--- config.mk ---
export PLATFORM = sky130hd
export DESIGN_NAME = lsu_ctrl_flat
export DESIGN_NICKNAME = d
export VERILOG_FILES = /design/src/rtl/lsu_pkg.sv /design/src/rtl/lsu_if.sv /design/src/rtl/lsu_lane.sv /design/src/rtl/lsu_ctrl.sv /design/src/flat_wrapper.sv
export SDC_FILE = /design/constraint.sdc
export NUM_CORES = 1
export LEC_CHECK = 0
export ABC_AREA = 1
export CORE_MARGIN = 1
export CORE_UTILIZATION = 39
export DETAILED_ROUTE_END_ITERATION = 12
export GPL_TIMING_DRIVEN = 0
export HOLD_SLACK_MARGIN = 0.05
export MAX_ROUTING_LAYER = met4
export PLACE_DENSITY = 0.88
export SYNTH_ARGS = -nofsm -noshare
export SYNTH_HDL_FRONTEND = slang
export SYNTH_SLANG_ARGS = --single-unit
--- constraint.sdc ---
create_clock -name clk -period 1.7 [get_ports clk]
set_input_delay 0.51 -clock clk [delete_from_list [all_inputs] [get_ports clk]]
set_output_delay 0.51 -clock clk [all_outputs]
set_load 0.02 [all_outputs]
--- src/rtl/lsu_pkg.sv ---
// Shared encodings, FSM states and address helpers for the load/store unit.
package lsu_pkg;

  localparam logic [1:0]  SZ_B = 2'd0;
  localparam logic [1:0]  SZ_H = 2'd1;
  localparam logic [1:0]  SZ_W = 2'd2;
  localparam logic [31:0] MEM_RLEN_WORD = 32'd4;

  typedef enum logic [2:0] {
    IDLE,
    LOAD,
    RMW_RD,
    WRITE,
    RESP
  } state_t;

  // Encoding 3 has no meaning of its own and behaves as a word access.
  function automatic logic [1:0] norm_size(input logic [1:0] size);
    return (size == 2'd3) ? SZ_W : size;
  endfunction

  function automatic logic misaligned(input logic [1:0] size, input logic [1:0] lo);
    return ((size == SZ_H) && lo[0]) || ((size == SZ_W) && (lo != 2'b00));
  endfunction

  function automatic logic [1:0] align_lo(input logic [1:0] size, input logic [1:0] lo);
    case (size)
      SZ_B:    return lo;
      SZ_H:    return {lo[1], 1'b0};
      default: return 2'b00;
    endcase
  endfunction

endpackage

--- src/rtl/lsu_if.sv ---
// Execute-side request/response bundle of the load/store unit.
interface lsu_if #(
  parameter int AW = 32,
  parameter int DW = 32
);
  logic          req_valid;
  logic          req_ready;
  logic          req_wen;
  logic [1:0]    req_size;
  logic          req_signed;
  logic [AW-1:0] req_addr;
  logic [DW-1:0] req_wdata;
  logic          resp_valid;
  logic [DW-1:0] resp_rdata;
  logic          resp_err;

  modport master (
    output req_valid, req_wen, req_size, req_signed, req_addr, req_wdata,
    input  req_ready, resp_valid, resp_rdata, resp_err
  );

  modport slave (
    input  req_valid, req_wen, req_size, req_signed, req_addr, req_wdata,
    output req_ready, resp_valid, resp_rdata, resp_err
  );
endinterface

--- src/rtl/lsu_lane.sv ---
// Byte-lane datapath: load extraction/extension and sub-word store merge.
module lsu_lane
  import lsu_pkg::*;
(
  input  logic [31:0] rd_word,
  input  logic [31:0] wr_data,
  input  logic [1:0]  offset,
  input  logic [1:0]  size,
  input  logic        is_signed,
  output logic [31:0] ext_data,
  output logic [31:0] merged_word
);

  logic [4:0]  sh;
  logic [31:0] shifted;
  logic [31:0] lane_mask;

  assign sh      = {offset, 3'b000};
  assign shifted = rd_word >> sh;

  always_comb begin
    ext_data = shifted;
    case (size)
      SZ_B:    ext_data = {{24{is_signed & shifted[7]}}, shifted[7:0]};
      SZ_H:    ext_data = {{16{is_signed & shifted[15]}}, shifted[15:0]};
      default: ext_data = shifted;
    endcase
  end

  // Offset is already lane-aligned for the size, so a shifted mask selects the lane.
  always_comb begin
    lane_mask = 32'hFFFF_FFFF;
    case (size)
      SZ_B:    lane_mask = 32'h0000_00FF << sh;
      SZ_H:    lane_mask = 32'h0000_FFFF << sh;
      default: lane_mask = 32'hFFFF_FFFF;
    endcase
    merged_word = (rd_word & ~lane_mask) | ((wr_data << sh) & lane_mask);
  end

endmodule

--- src/rtl/lsu_ctrl.sv ---
// Load/store control stage in front of the word-wide data RAM.
// Optional misalignment trap: define LSU_MISALIGN_TRAP_EN.
module lsu_ctrl
  import lsu_pkg::*;
#(
  parameter int AW = 32,
  parameter int DW = 32
) (
  input  logic          clk,
  input  logic          rst,
  lsu_if.slave          req_bus,
  output logic          mem_valid,
  output logic          mem_wen,
  output logic [31:0]   mem_rlen,
  output logic [AW-1:0] mem_raddr,
  output logic [AW-1:0] mem_waddr,
  output logic [DW-1:0] mem_wdata,
  input  logic [DW-1:0] mem_rdata
);

  state_t        state, state_n;
  logic          ready, accept, resp_valid;
  logic          wen_q, sgn_q, err_q;
  logic [1:0]    size_q;
  logic [AW-1:0] addr_q;
  logic [DW-1:0] data_q;

  logic [1:0]    size_n, lo_n;
  logic          trap;
  logic [31:0]   ext_data, merged_word;

  assign size_n = norm_size(req_bus.req_size);

`ifdef LSU_MISALIGN_TRAP_EN
  assign trap = misaligned(size_n, req_bus.req_addr[1:0]);
  assign lo_n = req_bus.req_addr[1:0];
`else
  assign trap = 1'b0;
  assign lo_n = align_lo(size_n, req_bus.req_addr[1:0]);
`endif

  assign accept = req_bus.req_valid && ready;

  always_ff @(posedge clk) begin
    // NOTE: sequential state uses <= so every register samples pre-edge values.
    if (rst) state <= IDLE;
    else     state <= state_n;
  end

  always_comb begin
    // NOTE: defaults first so no path leaves a signal unassigned (no latches).
    state_n    = state;
    ready      = 1'b0;
    mem_valid  = 1'b0;
    mem_wen    = 1'b0;
    resp_valid = 1'b0;
    case (state)
      IDLE: begin
        ready = !rst;
        if (req_bus.req_valid && !rst) begin
          if (trap)                  state_n = RESP;
          else if (!req_bus.req_wen) state_n = LOAD;
          else if (size_n == SZ_W)   state_n = WRITE;
          else                       state_n = RMW_RD;
        end
      end
      LOAD: begin
        mem_valid = 1'b1;
        state_n   = RESP;
      end
      RMW_RD: begin
        mem_valid = 1'b1;
        state_n   = WRITE;
      end
      WRITE: begin
        mem_wen = 1'b1;
        state_n = RESP;
      end
      RESP: begin
        resp_valid = 1'b1;
        state_n    = IDLE;
      end
      default: state_n = IDLE;
    endcase
  end

  // data_q holds store data after accept, then the load result or merged word.
  always_ff @(posedge clk) begin
    if (rst) begin
      wen_q  <= 1'b0;
      sgn_q  <= 1'b0;
      err_q  <= 1'b0;
      size_q <= SZ_B;
      addr_q <= '0;
      data_q <= '0;
    end else begin
      case (state)
        IDLE: if (accept) begin
          wen_q  <= req_bus.req_wen;
          sgn_q  <= req_bus.req_signed;
          err_q  <= trap;
          size_q <= size_n;
          addr_q <= {req_bus.req_addr[AW-1:2], lo_n};
          data_q <= req_bus.req_wen ? req_bus.req_wdata : '0;
        end
        LOAD:    data_q <= ext_data;
        RMW_RD:  data_q <= merged_word;
        default: ;
      endcase
    end
  end

  lsu_lane u_lane (
    .rd_word     (mem_rdata),
    .wr_data     (data_q),
    .offset      (addr_q[1:0]),
    .size        (size_q),
    .is_signed   (sgn_q),
    .ext_data    (ext_data),
    .merged_word (merged_word)
  );

  assign req_bus.req_ready  = ready;
  assign req_bus.resp_valid = resp_valid;
  assign req_bus.resp_err   = resp_valid && err_q;
  assign req_bus.resp_rdata = (resp_valid && !wen_q && !err_q) ? data_q : '0;

  assign mem_rlen  = MEM_RLEN_WORD;
  assign mem_raddr = {addr_q[AW-1:2], 2'b00};
  assign mem_waddr = {addr_q[AW-1:2], 2'b00};
  assign mem_wdata = data_q;

endmodule

--- src/flat_wrapper.sv ---
// flat-port wrapper written by rule: the top's interface ports become plain ports
module lsu_ctrl_flat import lsu_pkg::*;
#(
  parameter int AW = 32,
  parameter int DW = 32
)
  (clk, rst, mem_valid, mem_wen, mem_rlen, mem_raddr, mem_waddr, mem_wdata, mem_rdata, req_bus_req_valid, req_bus_req_wen, req_bus_req_size, req_bus_req_signed, req_bus_req_addr, req_bus_req_wdata, req_bus_req_ready, req_bus_resp_valid, req_bus_resp_rdata, req_bus_resp_err);
  lsu_if #(.AW(AW), .DW(DW)) req_bus_i ();
  input  logic clk;
  input  logic rst;
  output logic mem_valid;
  output logic mem_wen;
  output logic [31:0] mem_rlen;
  output logic [AW-1:0] mem_raddr;
  output logic [AW-1:0] mem_waddr;
  output logic [DW-1:0] mem_wdata;
  input  logic [DW-1:0] mem_rdata;
  input wire logic [$bits(req_bus_i.req_valid)-1:0] req_bus_req_valid;
  input wire logic [$bits(req_bus_i.req_wen)-1:0] req_bus_req_wen;
  input wire logic [$bits(req_bus_i.req_size)-1:0] req_bus_req_size;
  input wire logic [$bits(req_bus_i.req_signed)-1:0] req_bus_req_signed;
  input wire logic [$bits(req_bus_i.req_addr)-1:0] req_bus_req_addr;
  input wire logic [$bits(req_bus_i.req_wdata)-1:0] req_bus_req_wdata;
  output wire logic [$bits(req_bus_i.req_ready)-1:0] req_bus_req_ready;
  output wire logic [$bits(req_bus_i.resp_valid)-1:0] req_bus_resp_valid;
  output wire logic [$bits(req_bus_i.resp_rdata)-1:0] req_bus_resp_rdata;
  output wire logic [$bits(req_bus_i.resp_err)-1:0] req_bus_resp_err;
  assign req_bus_i.req_valid = req_bus_req_valid;
  assign req_bus_i.req_wen = req_bus_req_wen;
  assign req_bus_i.req_size = req_bus_req_size;
  assign req_bus_i.req_signed = req_bus_req_signed;
  assign req_bus_i.req_addr = req_bus_req_addr;
  assign req_bus_i.req_wdata = req_bus_req_wdata;
  assign req_bus_req_ready = req_bus_i.req_ready;
  assign req_bus_resp_valid = req_bus_i.resp_valid;
  assign req_bus_resp_rdata = req_bus_i.resp_rdata;
  assign req_bus_resp_err = req_bus_i.resp_err;
  lsu_ctrl #(.AW(AW), .DW(DW)) u_core (.clk(clk), .rst(rst), .req_bus(req_bus_i), .mem_valid(mem_valid), .mem_wen(mem_wen), .mem_rlen(mem_rlen), .mem_raddr(mem_raddr), .mem_waddr(mem_waddr), .mem_wdata(mem_wdata), .mem_rdata(mem_rdata));
endmodule
Word-level counts from Yosys, hierarchy flattened
Cells that the tools add are included.
{"block": "classes", "n_eq_ne": 10, "muxes": 16, "n_bitwise": 6, "n_reduce_logical": 13, "shifts": 4}
{"cell": "32-bit case mux with 2 select lines", "n": 2}
{"cell": "32-bit 2-to-1 mux", "n": 3}
{"cell": "32-bit case mux with 3 select lines", "n": 1}
{"cell": "32-bit bitwise AND", "n": 2}
{"cell": "32-bit NOT", "n": 1}
{"cell": "32-bit OR", "n": 1}
{"cell": "16-bit by 5-bit left shift with 32-bit output (first input constant)", "n": 1}
{"cell": "32-bit by 5-bit left shift with 32-bit output", "n": 1}
{"cell": "8-bit by 5-bit left shift with 32-bit output (first input constant)", "n": 1}
{"cell": "32-bit by 5-bit >> shifter with 32-bit output", "n": 1}
{"cell": "3-bit case mux with 3 select lines", "n": 1}
{"cell": "3-bit by 2-bit equality test with 1-bit output (second input constant)", "n": 2}
{"cell": "3-bit 2-to-1 mux", "n": 2}
{"cell": "1-bit 2-to-1 mux", "n": 5}
{"cell": "2-bit by 1-bit equality test with 1-bit output (second input constant)", "n": 2}
{"cell": "2-bit equality test (second input constant)", "n": 2}
{"cell": "2-bit logical NOT", "n": 2}
{"cell": "2-bit by 1-bit inequality test with 1-bit output (second input constant)", "n": 2}
{"cell": "2-bit case mux with 2 select lines", "n": 1}
{"cell": "2-bit AND reduction", "n": 2}
{"cell": "2-bit OR reduction", "n": 2}
{"cell": "3-bit by 1-bit equality test with 1-bit output (second input constant)", "n": 1}
{"cell": "3-bit equality test (second input constant)", "n": 1}
{"cell": "1-bit logical AND", "n": 3}
{"cell": "other kinds (5)", "n": 7}
{"block": "word_totals", "out_inout_bits": 165, "word_cells": 55, "reg_bits": 71}

Logic depth before layout (Yosys ltp)
{"block": "depth", "depth_word": 7, "depth_mapped": 12, "mapped_depth_nobuf": 11}

Cells and area by module
Synthesis repeated with hierarchy kept, for this count alone.
{"block": "unflattened", "hier_cells": 1146, "hier_area_um2": 6749.0}
{"mod": "lsu_ctrl", "n_inst": 1, "seq_area_each_um2": 1421.4, "area_each_um2": 4817.1, "cells_each": 749}
{"mod": "lsu_lane", "n_inst": 1, "seq_area_each_um2": 0.0, "area_each_um2": 1931.9, "cells_each": 397}

Least setup slack after synthesis
No wires, ideal clock.
{"block": "synth_timing", "path_kind": "flip-flop to output port", "startpoint": "reg u_core.state[2]", "endpoint": "out req_bus_resp_rdata[0]", "t_arrival_ns": 1.600, "path_stages_with_launch": 6, "path_buffers": 1, "path_slack_ns": -0.410, "cell_sequence": "dfxtp_1 -> inv_1 -> nor2_1 -> nand2_1 -> clkbuf_1 -> nor2_1"}
{"block": "synth_via", "elab_chain_cells": 4}
{"item": "start: declaration", "line_no": "lsu_ctrl.sv:21", "source": "state_t state, state_n;"}
{"item": "start signal: assignment", "line_no": "lsu_ctrl.sv:47", "source": "else state <= state_n;"}
{"item": "3-bit equality test", "line_no": "lsu_ctrl.sv:57", "source": "case (state)"}
{"item": "1-bit 2-to-1 mux", "line_no": "lsu_ctrl.sv:57"}
{"item": "net req_bus_resp_valid", "line_no": "flat_wrapper.sv:25", "source": "output wire logic [$bits(req_bus_i.resp_valid)-1:0] req_bus_resp_valid;"}
{"item": "1-bit logical AND", "line_no": "lsu_ctrl.sv:126", "source": "assign req_bus.resp_rdata = (resp_valid && !wen_q && !err_q) ? data_q : '0;"}
{"item": "32-bit 2-to-1 mux", "line_no": "lsu_ctrl.sv:126"}
{"item": "end: declaration", "line_no": "flat_wrapper.sv:26", "source": "output wire logic [$bits(req_bus_i.resp_rdata)-1:0] req_bus_resp_rdata;"}
The timed path passes the listed nets, and every way through them passes these cells.

Worst setup path in the final report
{"block": "layout_timing", "startpoint": "reg u_core.state[1]", "endpoint": "out req_bus_resp_rdata[8]"}
{"block": "layout_via", "elab_chain_cells": 4}
{"item": "3-bit equality test", "line_no": "lsu_ctrl.sv:57"}
{"item": "1-bit 2-to-1 mux", "line_no": "lsu_ctrl.sv:57"}
{"item": "1-bit logical AND", "line_no": "lsu_ctrl.sv:126"}
{"item": "32-bit 2-to-1 mux", "line_no": "lsu_ctrl.sv:126"}
Every way passes these cells.

==> flow_summary.ini <==
[run_status]
outcome = finished with violations
violations = negative setup slack

[sta]
rsz0062_at_grt = yes
tns_ns = -13.79
worstMarginPinSlew_ns = 0.604
setup_ws_ns = -0.448
setup_violations = 38
period_share_pct = 126
period_minus_slack_ns = 2.15
timing.fmax_mhz = 466
finalMaxSlewViolations = 0
skew_ns = 0.00725
slew_headroom_pct = 59.7
hold_viol = 0

[layout]
seq_area_um2 = 1440
layout.nets = 1459
multi_input_area_um2 = 3880
nFillCells = 1312
finalNonFillerCells = 1545
layout-drive-gt1-share_pct = 27.6
final_area_um2 = 10000
antenna_cells = 0
final_util_pct = 67.9
areaGrowthSynthToFinish_pct = 67.1

[worst_setup_path]
crit_type = reg -> out
crit_path_start_kind = flip-flop
r2r_slack_ns = -0.02
cp_top_family = simple AND/OR/NAND/NOR gates
cpMaxStageDelayCell = dfxtp_4
crit_path_start = u_core.state[1]$_SDFFE_PP0P_
cp_common_cell = nor2_4
cp.arrival_ns = 1.64
critPathMaxFanout = 8
cp.depth = 7
critPathRequiredTime_ns = 1.19
crit_buf_inv = 3
max_stage_delay_ns = 0.36
worstReg2RegEnd = u_core.mem_wdata[29]$_SDFFE_PP0P_
timing.rr.start = u_core.state[1]$_SDFFE_PP0P_
endpoint = req_bus_resp_rdata[8]
reg2regPathDepth = 12
crit_path_end_kind = output port
crit_chain = nor2_4, inv_2, nor2_4, nand2_8, clkbuf_16, nor2_4, buf_6

[power]
power_frac_clock_pct = 16.1
internal-power_mw = 6.43
p_sw_share_pct = 47.8
p_leak_nw = 5.00
power.share.combinational_pct = 60.2
switchingPower_mw = 5.90
pwr-share-seq_pct = 23.7
power_density_nw_per_um2 = 1230
ir_worst_vdd_v = 0.000680

[clock_network]
clk_latency_ns = 0.35
hold_buffers = 0
cts_buffers = 9
path_clk_slew_ns = 0.06
clockRootBuffer = clkbuf_16
htreeDepth = 3
cts_sinks = 71
clk_path_buf_depth = 2
cts_tree = built

[floorplanning]
coreArea_um2 = 14800
io_pins = 268
row_count = 44
die_area_um2 = 15900
initial_utilization_pct = 40.6
die_x_um = 126
die_h_um = 126

[logic_synthesis]
yosysWarnings = 0
synth_compound_area_share_pct = 10.4
synth-simple-area-share_pct = 42.4
synthCells = 1047
synth_top_family_by_area = simple AND/OR/NAND/NOR gates
synth-seq-area-share_pct = 23.7
syn_area_per_cell_um2 = 5.72
synth_fa_ha_area_share_pct = 0
ys_ff_latch = 71
synth_area_um2 = 5990
synth_xor_xnor_area_share_pct = 0
synth_cell_types = 34
muxShareOfSynthArea_pct = 0

[placement]
dp_hpwl_mm = 20.7
placed_area_um2 = 8950
port_buffers = 228
dp.cells = 1494
place.gp.congestion = 1.04

[detailed_routing]
drt-initial-drc-count = 941
drc = 0
vias_per_cell = 5.25
dr.pass1.iters = 6
vias = 8113
postRouteAntennaNets = 0
wire_per_inst_um = 18.2
routed_wirelength_mm = 28.2

[grt]
grt-ovfl-total = 0
grt_max_degree = 13
grt_usage_pct = 35.1
antenna_found_initial = 0
grt_pass1_vias = 7385
grt_pass1_wl_mm = 41.4

[flow_run]
drv_cap = 0

[min_path]
min_path_type = reg -> reg
-- power by group through the flow --
stage          registers (mW)  clock network [mW]  logic [mW]
2_1_floorplan            2.98                   0        3.70
3_3_place_gp             2.85                   0        6.31
3_5_place_dp             2.85                   0        6.38
4_1_cts                  2.83                1.98        6.82
5_1_grt                  2.97                2.04        7.89
6_report                 2.92                1.98        7.43
-- final cells by class --
class	instances	area share (%)
plain buffers	155	11.6
clock buffers	11	2.42
clock inverters	5	0.562
inverters	98	3.82
multi-input cells	755	38.8
flip-flops and latches	71	14.4
well taps	184	2.30
repair buffers	266	26.0
-- sequential cells by signal, summed over array words and instances (netlist names) --
register,count
u_core.addr_q,32
u_core.wen_q,1
u_core.state,3
u_core.mem_wdata,32
u_core.size_q,2
u_core.sgn_q,1
-- how the worst min path moves through the flow --
stage	start	to	slack, ns	depth (start not counted)
after floorplan	u_core.sgn_q$_SDFFE_PP0P_	u_core.sgn_q$_SDFFE_PP0P_	0.45	2
after global placement	u_core.wen_q$_SDFFE_PP0P_	u_core.wen_q$_SDFFE_PP0P_	0.47	2
after detailed placement	u_core.addr_q[9]$_SDFFE_PP0P_	u_core.addr_q[9]$_SDFFE_PP0P_	0.48	2
after CTS	u_core.addr_q[9]$_SDFFE_PP0P_	u_core.addr_q[9]$_SDFFE_PP0P_	0.49	2
after global routing	u_core.addr_q[14]$_SDFFE_PP0P_	u_core.addr_q[14]$_SDFFE_PP0P_	0.51	2
final	u_core.addr_q[19]$_SDFFE_PP0P_	u_core.addr_q[19]$_SDFFE_PP0P_	0.48	2
-- layout by cell type (no fill, tap or decap), drive strengths merged --
cell / count
nand3: 127
nor3: 2
o211ai: 2
clkinv: 3
clkinvlp: 3
o31ai: 1
o21ai: 54
nand4: 10
nand3b: 3
nand2: 343
conb: 37
clkbuf: 57
dfxtp: 71
a211oi: 7
clkdlybuf4s50: 97
o22ai: 8
a21oi: 42
a22oi: 1
buf: 193
nor2: 118
clkdlybuf4s15: 27
dlygate4sd2: 55
dlymetal6s2s: 3
bufinv: 1
inv: 96
-- cells by family (layout without fill, tap and decap cells) --
logic type / after synthesis / count (layout)
simple gates: 603 / 603
buf+inv: 256 / 535
compound gates: 115 / 115
flops: 71 / 71
other cells: 2 / 37
-- worst reg2reg max path, stage by stage (launching register included) --
cell and delay (ns):
dfxtp_4 0.36, nor2_4 0.12, inv_2 0.06, buf_4 0.15, nor2_4 0.13, nand2_2 0.10, o21ai_4 0.13, buf_6 0.19
buf_6 0.14, nor2_1 0.07, nand2_1 0.08, inv_1 0.05, a21oi_2 0.10
-- Yosys cell counts --
| master | n | area (um2) |
|---|---|---|
| o22ai_1 | 8 | 50.1 |
| nor2_2 | 2 | 12.5 |
| a21oi_1 | 42 | 210 |
| nor2_1 | 114 | 428 |
| a22oi_1 | 1 | 7.51 |
| inv_2 | 2 | 7.51 |
| buf_2 | 20 | 100 |
| o21ai_0 | 42 | 210 |
| nand3_2 | 2 | 20.0 |
| inv_4 | 1 | 6.26 |
| nor3_1 | 1 | 5.00 |
| nand4_2 | 1 | 12.5 |
| nor2_4 | 2 | 22.5 |
| o21ai_1 | 11 | 55.1 |
| nand2_2 | 5 | 31.3 |
| buf_6 | 5 | 56.3 |
| o211ai_1 | 2 | 15.0 |
| nand4_1 | 9 | 56.3 |
| clkbuf_1 | 27 | 101 |
| clkbuf_2 | 1 | 5.00 |
| a211oi_1 | 7 | 52.6 |
| nand2_1 | 337 | 1260 |
| nand3_4 | 1 | 17.5 |
| dfxtp_1 | 71 | 1420 |
| o31ai_1 | 1 | 7.51 |
| nand3_1 | 124 | 621 |
| nor3_4 | 1 | 16.3 |
| buf_1 | 6 | 22.5 |
| o21ai_4 | 1 | 16.3 |
| inv_1 | 95 | 357 |
| buf_4 | 99 | 743 |
| nand3b_1 | 3 | 22.5 |
| nand2_4 | 1 | 11.3 |
| conb_1 | 2 | 7.51 |
-- metrics by stage --
| stage | worst slack (ns) | total power [mW] | hold WS, ns |
|---|---|---|---|
| after floorplan | 0.0169 | 6.68 | 0.445 |
| after global placement | -0.581 | 9.16 | 0.466 |
| after detailed placement | -0.608 | 9.23 | 0.478 |
| after CTS | -0.417 | 11.6 | 0.486 |
| after global routing | -0.477 | 12.9 | 0.511 |
| final | -0.448 | 12.3 | 0.484 |
-- timing repair --
action                                  CTS  global route
pin swaps                                 9            16
cloned                                    5             2
endpoints found under the setup margin  175           106
buffers inserted                         13            19
gates resized for setup                 398           154
-- layer usage --
| layer | share of wire (%) | global-route usage (%) | up-vias |
|---|---|---|---|
| met5 | 0 | - | - |
| met4 | 4.6 | 15.1 | 0 |
| met3 | 10 | 7.05 | 94 |
| met2 | 46 | 55.1 | 540 |
| met1 | 39 | 43.6 | 3689 |
| li1 | - | - | 3790 |
Power figures use the tool's default switching activity.
